<file path="src/rtl/io_out_fifo.sv">
// Output-side FIFO behind the processor I/O write port: buffers {addr, data}
// writes and drains them to a consumer over a show-ahead valid/ready interface.
module io_out_fifo #(
    parameter int NUBITS = 16,
    parameter int NUIOOU = 2,
    parameter int NBADDR = $clog2(NUIOOU),
    parameter int FDEPTH = 8,
    parameter int NBCNT  = $clog2(FDEPTH) + 1,
    parameter int AFTHR  = FDEPTH - 2,
    parameter int NBDROP = 8
) (
    input  logic              clk,
    input  logic              rst,
    input  logic              out_en,
    input  logic [NBADDR-1:0] addr_out,
    input  logic [NUBITS-1:0] io_out,
    output logic              m_valid,
    input  logic              m_ready,
    output logic [NBADDR-1:0] m_addr,
    output logic [NUBITS-1:0] m_data,
    output logic [NBCNT-1:0]  count,
    output logic              afull,
    output logic              full,
    output logic              ovf,
    input  logic              ovf_clr,
    output logic [NBDROP-1:0] drop_cnt
);

    localparam int NBPTR = $clog2(FDEPTH);

    logic [NBADDR-1:0] r_mem_addr [FDEPTH];
    logic [NUBITS-1:0] r_mem_data [FDEPTH];
    logic [NBPTR-1:0]  r_wptr;
    logic [NBPTR-1:0]  r_rptr;
    logic [NBCNT-1:0]  r_count;
    logic              r_ovf;
    logic [NBDROP-1:0] r_drop;

    logic w_rd;
    logic w_wr;
    logic w_drop;

    assign m_valid  = (r_count != '0);
    assign full     = (r_count == NBCNT'(FDEPTH));
    assign afull    = (r_count >= NBCNT'(AFTHR));
    assign count    = r_count;
    assign ovf      = r_ovf;
    assign drop_cnt = r_drop;

    // Show-ahead: the head is read straight from the array, no bypass of the write.
    assign m_addr = r_mem_addr[r_rptr];
    assign m_data = r_mem_data[r_rptr];

    assign w_rd   = m_valid & m_ready;
    assign w_wr   = out_en & (~full | w_rd);
    assign w_drop = out_en & full & ~w_rd;

    always_ff @(posedge clk) begin
        if (w_wr) begin
            r_mem_addr[r_wptr] <= addr_out;
            r_mem_data[r_wptr] <= io_out;
        end
    end

    always_ff @(posedge clk or posedge rst) begin
        if (rst) begin
            r_wptr  <= '0;
            r_rptr  <= '0;
            r_count <= '0;
        end else begin
            if (w_wr) r_wptr <= r_wptr + NBPTR'(1);
            if (w_rd) r_rptr <= r_rptr + NBPTR'(1);
            case ({w_wr, w_rd})
                2'b10:   r_count <= r_count + NBCNT'(1);
                2'b01:   r_count <= r_count - NBCNT'(1);
                default: r_count <= r_count;
            endcase
        end
    end

    // A drop in the same cycle as a clear wins and restarts the count at one.
    always_ff @(posedge clk or posedge rst) begin
        if (rst) begin
            r_ovf  <= 1'b0;
            r_drop <= '0;
        end else if (w_drop) begin
            r_ovf <= 1'b1;
            if (ovf_clr)
                r_drop <= NBDROP'(1);
            else if (r_drop != '1)
                r_drop <= r_drop + NBDROP'(1);
        end else if (ovf_clr) begin
            r_ovf  <= 1'b0;
            r_drop <= '0;
        end
    end

endmodule
</file>
<file path="config.mk">
export PLATFORM = sky130hd
export DESIGN_NAME = io_out_fifo
export DESIGN_NICKNAME = d
export VERILOG_FILES = /design/src/rtl/io_out_fifo.sv
export SDC_FILE = /design/constraint.sdc
export NUM_CORES = 1
export LEC_CHECK = 0
export BUFFER_PORTS_ARGS = -buffer_cell sky130_fd_sc_hd__buf_2
export CAP_MARGIN = 20
export CORE_MARGIN = 3
export CORE_UTILIZATION = 41
export DETAILED_ROUTE_END_ITERATION = 16
export PLACE_DENSITY = 0.68
export SETUP_SLACK_MARGIN = 0.05
export SYNTH_ARGS = -nofsm -noshare
export SYNTH_HDL_FRONTEND = slang
export SYNTH_SLANG_ARGS = --single-unit
</file>
<file path="constraint.sdc">
create_clock -name clk -period 2.6 [get_ports clk]
set_clock_uncertainty 0.2 [all_clocks]
set_input_delay 0.13 -clock clk [delete_from_list [all_inputs] [get_ports clk]]
set_output_delay 0.13 -clock clk [all_outputs]
set_load 0.01 [all_outputs]
</file>
==> results of run 1 <==
-- through the flow --
stage | power (W) | hold WS, ns | setup slack, ns
final | 0.007852 | 0.1791 | 0.1963
after global routing | 0.008248 | 0.2612 | 0.05220
after CTS | 0.007938 | 0.1935 | 0.05053
after detailed placement | 0.005578 | 0.08907 | 0.1616
after global placement | 0.005534 | 0.09434 | 0.2836
after floorplan | 0.004761 | -0.1189 | 0.08286
-- registers in the layout, indices dropped and copies added (netlist names) --
name / flops
count: 4
r_mem_addr: 8
drop_cnt: 8
r_mem_data: 128
r_rptr: 3
r_wptr: 3
ovf: 1
-- critical path, delay by kind of cell (launching register included) --
kind / cells / cell delay [ns]
simple gates: 3 / 1.26
flops: 1 / 0.47
mux: 1 / 0.37
-- report_power, final --
| part | switching, W | internal (W) | total [W] |
|---|---|---|---|
| sequential | 0.000167 | 0.00305 | 0.00322 |
| combinational | 0.00111 | 0.00120 | 0.00231 |
| clock | 0.000928 | 0.00140 | 0.00233 |
| total | 0.00220 | 0.00565 | 0.00785 |
-- cells by family after synthesis --
family	after synthesis	synth area share [%]
flip-flops	155	73.77
AO/OA/AOI/OAI	21	2.105
XOR/XNOR	4	0.5667
AND/OR/NAND/NOR	63	5.263
buffers and inverters	19	1.457
adder cells (fa/ha/maj)	4	0.8097
multiplexers	54	16.03
-- cell type report --
| class | instances | share of cell area [%] |
|---|---|---|
| Clock buffer | 19 | 5.721 |
| Clock inverter | 13 | 1.687 |
| Inverter | 5 | 0.2480 |
| Multi-Input combinational cell | 146 | 20.47 |
| Sequential cell | 155 | 60.30 |
| Tap cell | 184 | 3.042 |
| Timing Repair Buffer | 92 | 8.532 |
-- per-layer routing --
layer | vias up | part of all wire (%) | track usage (%)
li1 | 1490 | - | -
met1 | 1655 | 44 | 19.74
met2 | 85 | 49 | 23.41
met3 | 15 | 5.2 | 4.110
met4 | 0 | 1.6 | 6.053
met5 | - | 0 | 0
-- placed cells by master (no fill, tap or decap), types with 4 or more instances in the layout --
| cell type | Yosys | routed |
|---|---|---|
| edfxtp_1 | 136 | 136 |
| buf_2 | 3 | 54 |
| mux4_2 | 34 | 34 |
| dlygate4sd3_1 | 0 | 21 |
| mux2_2 | 20 | 20 |
| dfrtp_1 | 19 | 18 |
| clkbuf_16 | 0 | 17 |
| nand2_1 | 14 | 14 |
| buf_4 | 0 | 14 |
| nor2_1 | 13 | 13 |
| a21oi_1 | 7 | 7 |
| nand2b_1 | 6 | 6 |
| nand3_1 | 6 | 6 |
| inv_1 | 5 | 5 |
| nor3_1 | 7 | 5 |
| o21ai_0 | 5 | 5 |
| xnor2_1 | 4 | 4 |
| ha_1 | 4 | 4 |
-- repair_timing --
action	4_1_cts	5_1_grt
hold endpoints to repair	171	0
hold buffers	21	0
resized for setup	1	1
cloned	0	0
setup buffers	0	1
setup endpoints to repair	15	16
-- how the worst max path moves through the flow --
stage / from / endpoint / slack, ns / cells after the start
floorplan: count[1] / count[2] / 0.08 / 8
global placement: count[2] / drop_cnt[6] / 0.28 / 4
detailed placement: count[0] / count[2] / 0.16 / 8
CTS: r_rptr[0] / m_data[14] / 0.05 / 4
global route: count[0] / count[2] / 0.05 / 8
finish: count[2] / drop_cnt[6] / 0.20 / 4
==> impl_metrics.toml, run 1 <==
[routing]
detail_route.iter0.violations = 263
final_ant_viol_nets = 0
routed_vias = 3245
route.final.wire_length_microns = 11610
avgViaCountPerCell = 5.285
drt-pass1-iter-count = 4
post-route-drc-count = 0
drt-wirelength-per-cell_microns = 18.90

[finish]
finalNetCount = 443
multi_input_comb_area_sq_um = 1549
antenna_cells = 0
post_layout_nonfiller_instances = 614
final_area_sq_um = 7567
final_util_pct = 51.67
layout-area-overhead-vs-synth_pct = 22.43
drive_above_1_share_pct = 36.74
fillers = 1168
layout.area.seq_sq_um = 4563

[placed_design]
portBuffers = 54
place_inst = 560
place_congestion = 0.7958
post_dp_cell_area_sq_um = 6779
detailedPlacementHpwl_microns = 6927

[sta]
setup_tns_ns = 0
rsz0062_at_grt = "false"
timing_worst_slew_pin_value_ns = 0.7281
maxSlewViolCount = 0
finalSetupViolCount = 0
timing.slew.headroom_pct = 51.41
fmaxAchievable_mhz = 416.0
final_min_period_over_clock_period_pct = 92.45
timing.final.crit_period_ns = 2.404
timing_hold_violations_final = 0

[flow_run]
drv.max_cap_violation_count = 0

[logic_synthesis]
synth.yosys.warnings = 0
syn_inst = 320
synth_most_common_cell = "edfxtp_1"
postSynthRegisterBits = 155
yosysTopAreaCell = "edfxtp_1"
synth_largest_type_area_fraction_pct = 66.07
post_synth_num_cell_types = 35
synth.top_cells.by_area = "edfxtp_1, mux4_2, dfrtp_1, mux2_2, nand2_1"
synth.yosys.seq_area_share_pct = 73.77
synth_common_cells = "edfxtp_1, mux4_2, mux2_2, dfrtp_1, nand2_1"
dominantRegCellSynth = "edfxtp_1"
ys_async_sr_fraction_pct = 12.26
post_synth_instance_area_sq_um = 6181
mappedNetlistNets = 346
postSynthAreaPerCell_sq_um = 19.32
post_synth_edffs = 136

[setup_path]
crit_chain = "or4b_4 -> or2_1 -> nor4_1 -> mux2_2"
critical-path-max-stage-delay_ns = 0.56
critical_path_sink_type = "register"
critPathLaunchType = "register"
criticalPathCategory = "reg2reg"
reg2reg_slack_ns = 0.20
timing.critical_path.arrival_ns = 2.51
ff_to_ff_end = "drop_cnt[6]"
crit_path_top_delay_cell = "or4b_4"
worst_r2r_startpoint = "count[2]"
critical_path.max_fanout = 11
reg2reg_depth = 4
worst_ep_required_time_ns = 2.70

[global_route]
grt_antenna_before_repair = 0
wire_length_of_the_first_global_routing_pass_microns = 18310
grt_start_max_net_pins = 37
gr-total-overflow = 0
overall_global_routing_usage_pct = 14.88
grt_pass1_vias = 3341

[clock_network]
worst_skew_pair.late_latency_ns = 0.42
clockBufferDepth = 2
cts_bufs_inserted = 17
clkSinkCount = 155
tritoncts_clock_tree = "yes"
cts.reportedPaths.clkPinSlew_ns = 0.06
htree_num_levels = 4
cts-root-buf = "clkbuf_16"

[floorplanning]
floorplan.rows = 44
initial_utilization_pct = 42.21
pin_count = 55
fp.dieW_microns = 128.8
floorplan.die_area_sq_um = 16580
chipHeight_microns = 128.8
core_area_sq_um = 14640

[outcome]
outcome = "complete, no violations"

[power]
peakVddDrop_v = 0.0005316
power.leakage_nw = 2.658
power_density_nw_per_um2 = 1038

[worst_hold_path]
min_path_type = "in2async"
Note: power is estimated with default switching activity, not from simulation.
==> inputs of run 2 (changes only) <==
- BUFFER_PORTS_ARGS: -buffer_cell sky130_fd_sc_hd__buf_2 -> not set
- DONT_BUFFER_PORTS: not set -> 1
- PLACE_DENSITY: 0.68 -> 0.64
- RECOVER_POWER: not set -> 100
==> run 2 against run 1 <==
Cell area is 3.5% lower; die area stayed put; sequential power hardly changed; clock power is 5% higher; total power is 2.4% lower; critical path type unchanged; largest cell class unchanged.
==> impl_metrics.toml, run 2 (synthesis gave the netlist of run 1 again) <==
[floorplanning]
floorplan.rows = 44
chipHeight_microns = 128.8
floorplan.die_area_sq_um = 16580
core_area_sq_um = 14640
initial_utilization_pct = 42.21
fp.dieW_microns = 128.8
pin_count = 55

[finish]
multi_input_comb_area_sq_um = 1549
layout-area-overhead-vs-synth_pct = 18.10
fillers = 1183
layout.area.seq_sq_um = 4561
antenna_cells = 0
finalNetCount = 388
final_util_pct = 49.85
layout.cells.most_common = "edfxtp_1"
commonest_cells_after_routing_fill_and_taps_aside = "edfxtp_1, mux4_2, dlygate4sd3_1"
max_ffs_per_register = 128
drive_above_1_share_pct = 27.73
final_area_sq_um = 7300
top_register = "r_mem_data"

[global_route]
gr-total-overflow = 0
grt_antenna_before_repair = 0
wire_length_of_the_first_global_routing_pass_microns = 17990
grt_pass1_vias = 3211
overall_global_routing_usage_pct = 14.67
grt_start_max_net_pins = 35

[setup_path]
critical_path_sink_type = "register"
critical-path-max-stage-delay_ns = 0.43
critPathLaunchType = "register"
crit_buf_inv = 1
worst_ep_required_time_ns = 2.69
crit_path_top_delay_cell = "o41ai_2"
worst_path_dominant_cell_family = "compound AO/OA/AOI/OAI gates"
crit_chain = "clkbuf_1 -> o41ai_2 -> nor2_1 -> mux2_2 -> ha_1 -> nor4_1 -> a31oi_1 -> xnor2_1"
criticalPathCategory = "reg2reg"
critical_path.max_fanout = 7
timing.critical_path.arrival_ns = 2.54

[clock_network]
cts.reportedPaths.clkPinSlew_ns = 0.06
cts_bufs_inserted = 17
clkSinkCount = 155
clockBufferDepth = 2
htree_num_levels = 4
count_of_buffers_added_by_post_cts_timing_repair_for_setup = 0
tritoncts_clock_tree = "yes"
worst_skew_pair.late_latency_ns = 0.41
cts-root-buf = "clkbuf_16"

[sta]
timing_hold_violations_final = 0
timing.final.crit_period_ns = 2.453
rsz0062_at_grt = "false"
timing_worst_slew_pin_value_ns = 0.7410
timing.slew.headroom_pct = 50.55
finalSetupViolCount = 0
final_min_period_over_clock_period_pct = 94.35
fmaxAchievable_mhz = 407.6
worst_case_setup_margin_in_the_final_layout_ns = 0.1468
setup_tns_ns = 0
maxSlewViolCount = 0

[routing]
post-route-drc-count = 0
drt-pass1-iter-count = 4
routed_vias = 3062
final_ant_viol_nets = 0
drt-wirelength-per-cell_microns = 20.17
avgViaCountPerCell = 5.478
route.final.wire_length_microns = 11280
detail_route.iter0.violations = 206

[worst_hold_path]
min_path_type = "in2async"

[placed_design]
place_congestion = 0.8267
preCtsSetupSlack_ns = 0.1713
detailedPlacementHpwl_microns = 6463
portBuffers = 0
post_dp_cell_area_sq_um = 6489

[power]
power.leakage_nw = 2.422
seq_power_share_pct = 42.1
p_int_w = 0.005450
peakVddDrop_v = 0.0004140
totalPowerFinal_w = 0.007666
power_density_nw_per_um2 = 1050
share_clk_of_total_power_pct = 31.8
power_frac_comb_pct = 26.1
switchingPower_w = 0.002216
sw_frac_of_total_pct = 28.91

[outcome]
outcome = "complete, no violations"

[flow_run]
drv.max_cap_violation_count = 0
run 2: cell types whose count changed in the layout (fill, tap and decap cells not counted), sizes merged:
cell	previous run	this run
clkinv	9	4
buf	71	13
inv	5	10
dlygate4sd3	21	22
clkbuf	19	20
clkinvlp	2	3
run 2: through the flow:
step	cells	hold WS (ns)
2_1_floorplan	320	-0.1189
3_3_place_gp	505	-0.02038
3_5_place_dp	505	-0.01078
4_1_cts	559	0.09798
5_1_grt	559	0.1571
6_report	559	0.09312
run 2: cell type report:
class,instances,share of cell area (%)
Inverter,5,0.2571
Tap cell,184,3.154
Clock inverter,14,2.211
Multi-Input combinational cell,146,21.22
Sequential cell,155,62.48
Timing Repair Buffer,37,4.799
Clock buffer,18,5.879
run 2: what timing repair did:
action / in CTS / in global routing
endpoints found under the setup margin: 0 / 1
hold buffers: 22 / 0
resized for setup: 0 / 1
endpoints found under the hold margin: 174 / 0
run 2: final timing paths:
path                           from        end  slack, ns  cells after the start
hold reg to reg            count[0]   count[0]       0.31                      1
hold / removal                  rst   count[2]       0.09                      2
setup reg to reg           count[0]   count[2]       0.15                      8
min in group clk           count[0]   count[0]       0.31                      1
max in group asynchronous       rst  r_rptr[0]       1.60                      2
setup / recovery           count[0]   count[2]       0.15                      8
run 2: power by group through the flow:
stage / combinational, W / clock [W] / sequential [W]
2_1_floorplan: 0.00155 / 0 / 0.00322
3_3_place_gp: 0.00198 / 0 / 0.00326
3_5_place_dp: 0.00200 / 0 / 0.00328
4_1_cts: 0.00207 / 0.00250 / 0.00323
5_1_grt: 0.00219 / 0.00260 / 0.00326
6_report: 0.00200 / 0.00244 / 0.00323
run 2: layer usage:
layer  global-route usage (%)  up-vias  routed length (microns)
li1                         -     1383                        -
met1                    19.11     1588                     4908
met2                    23.02       70                     5582
met3                    5.189       21                      582
met4                    5.188        0                      201
met5                        0        -                        0
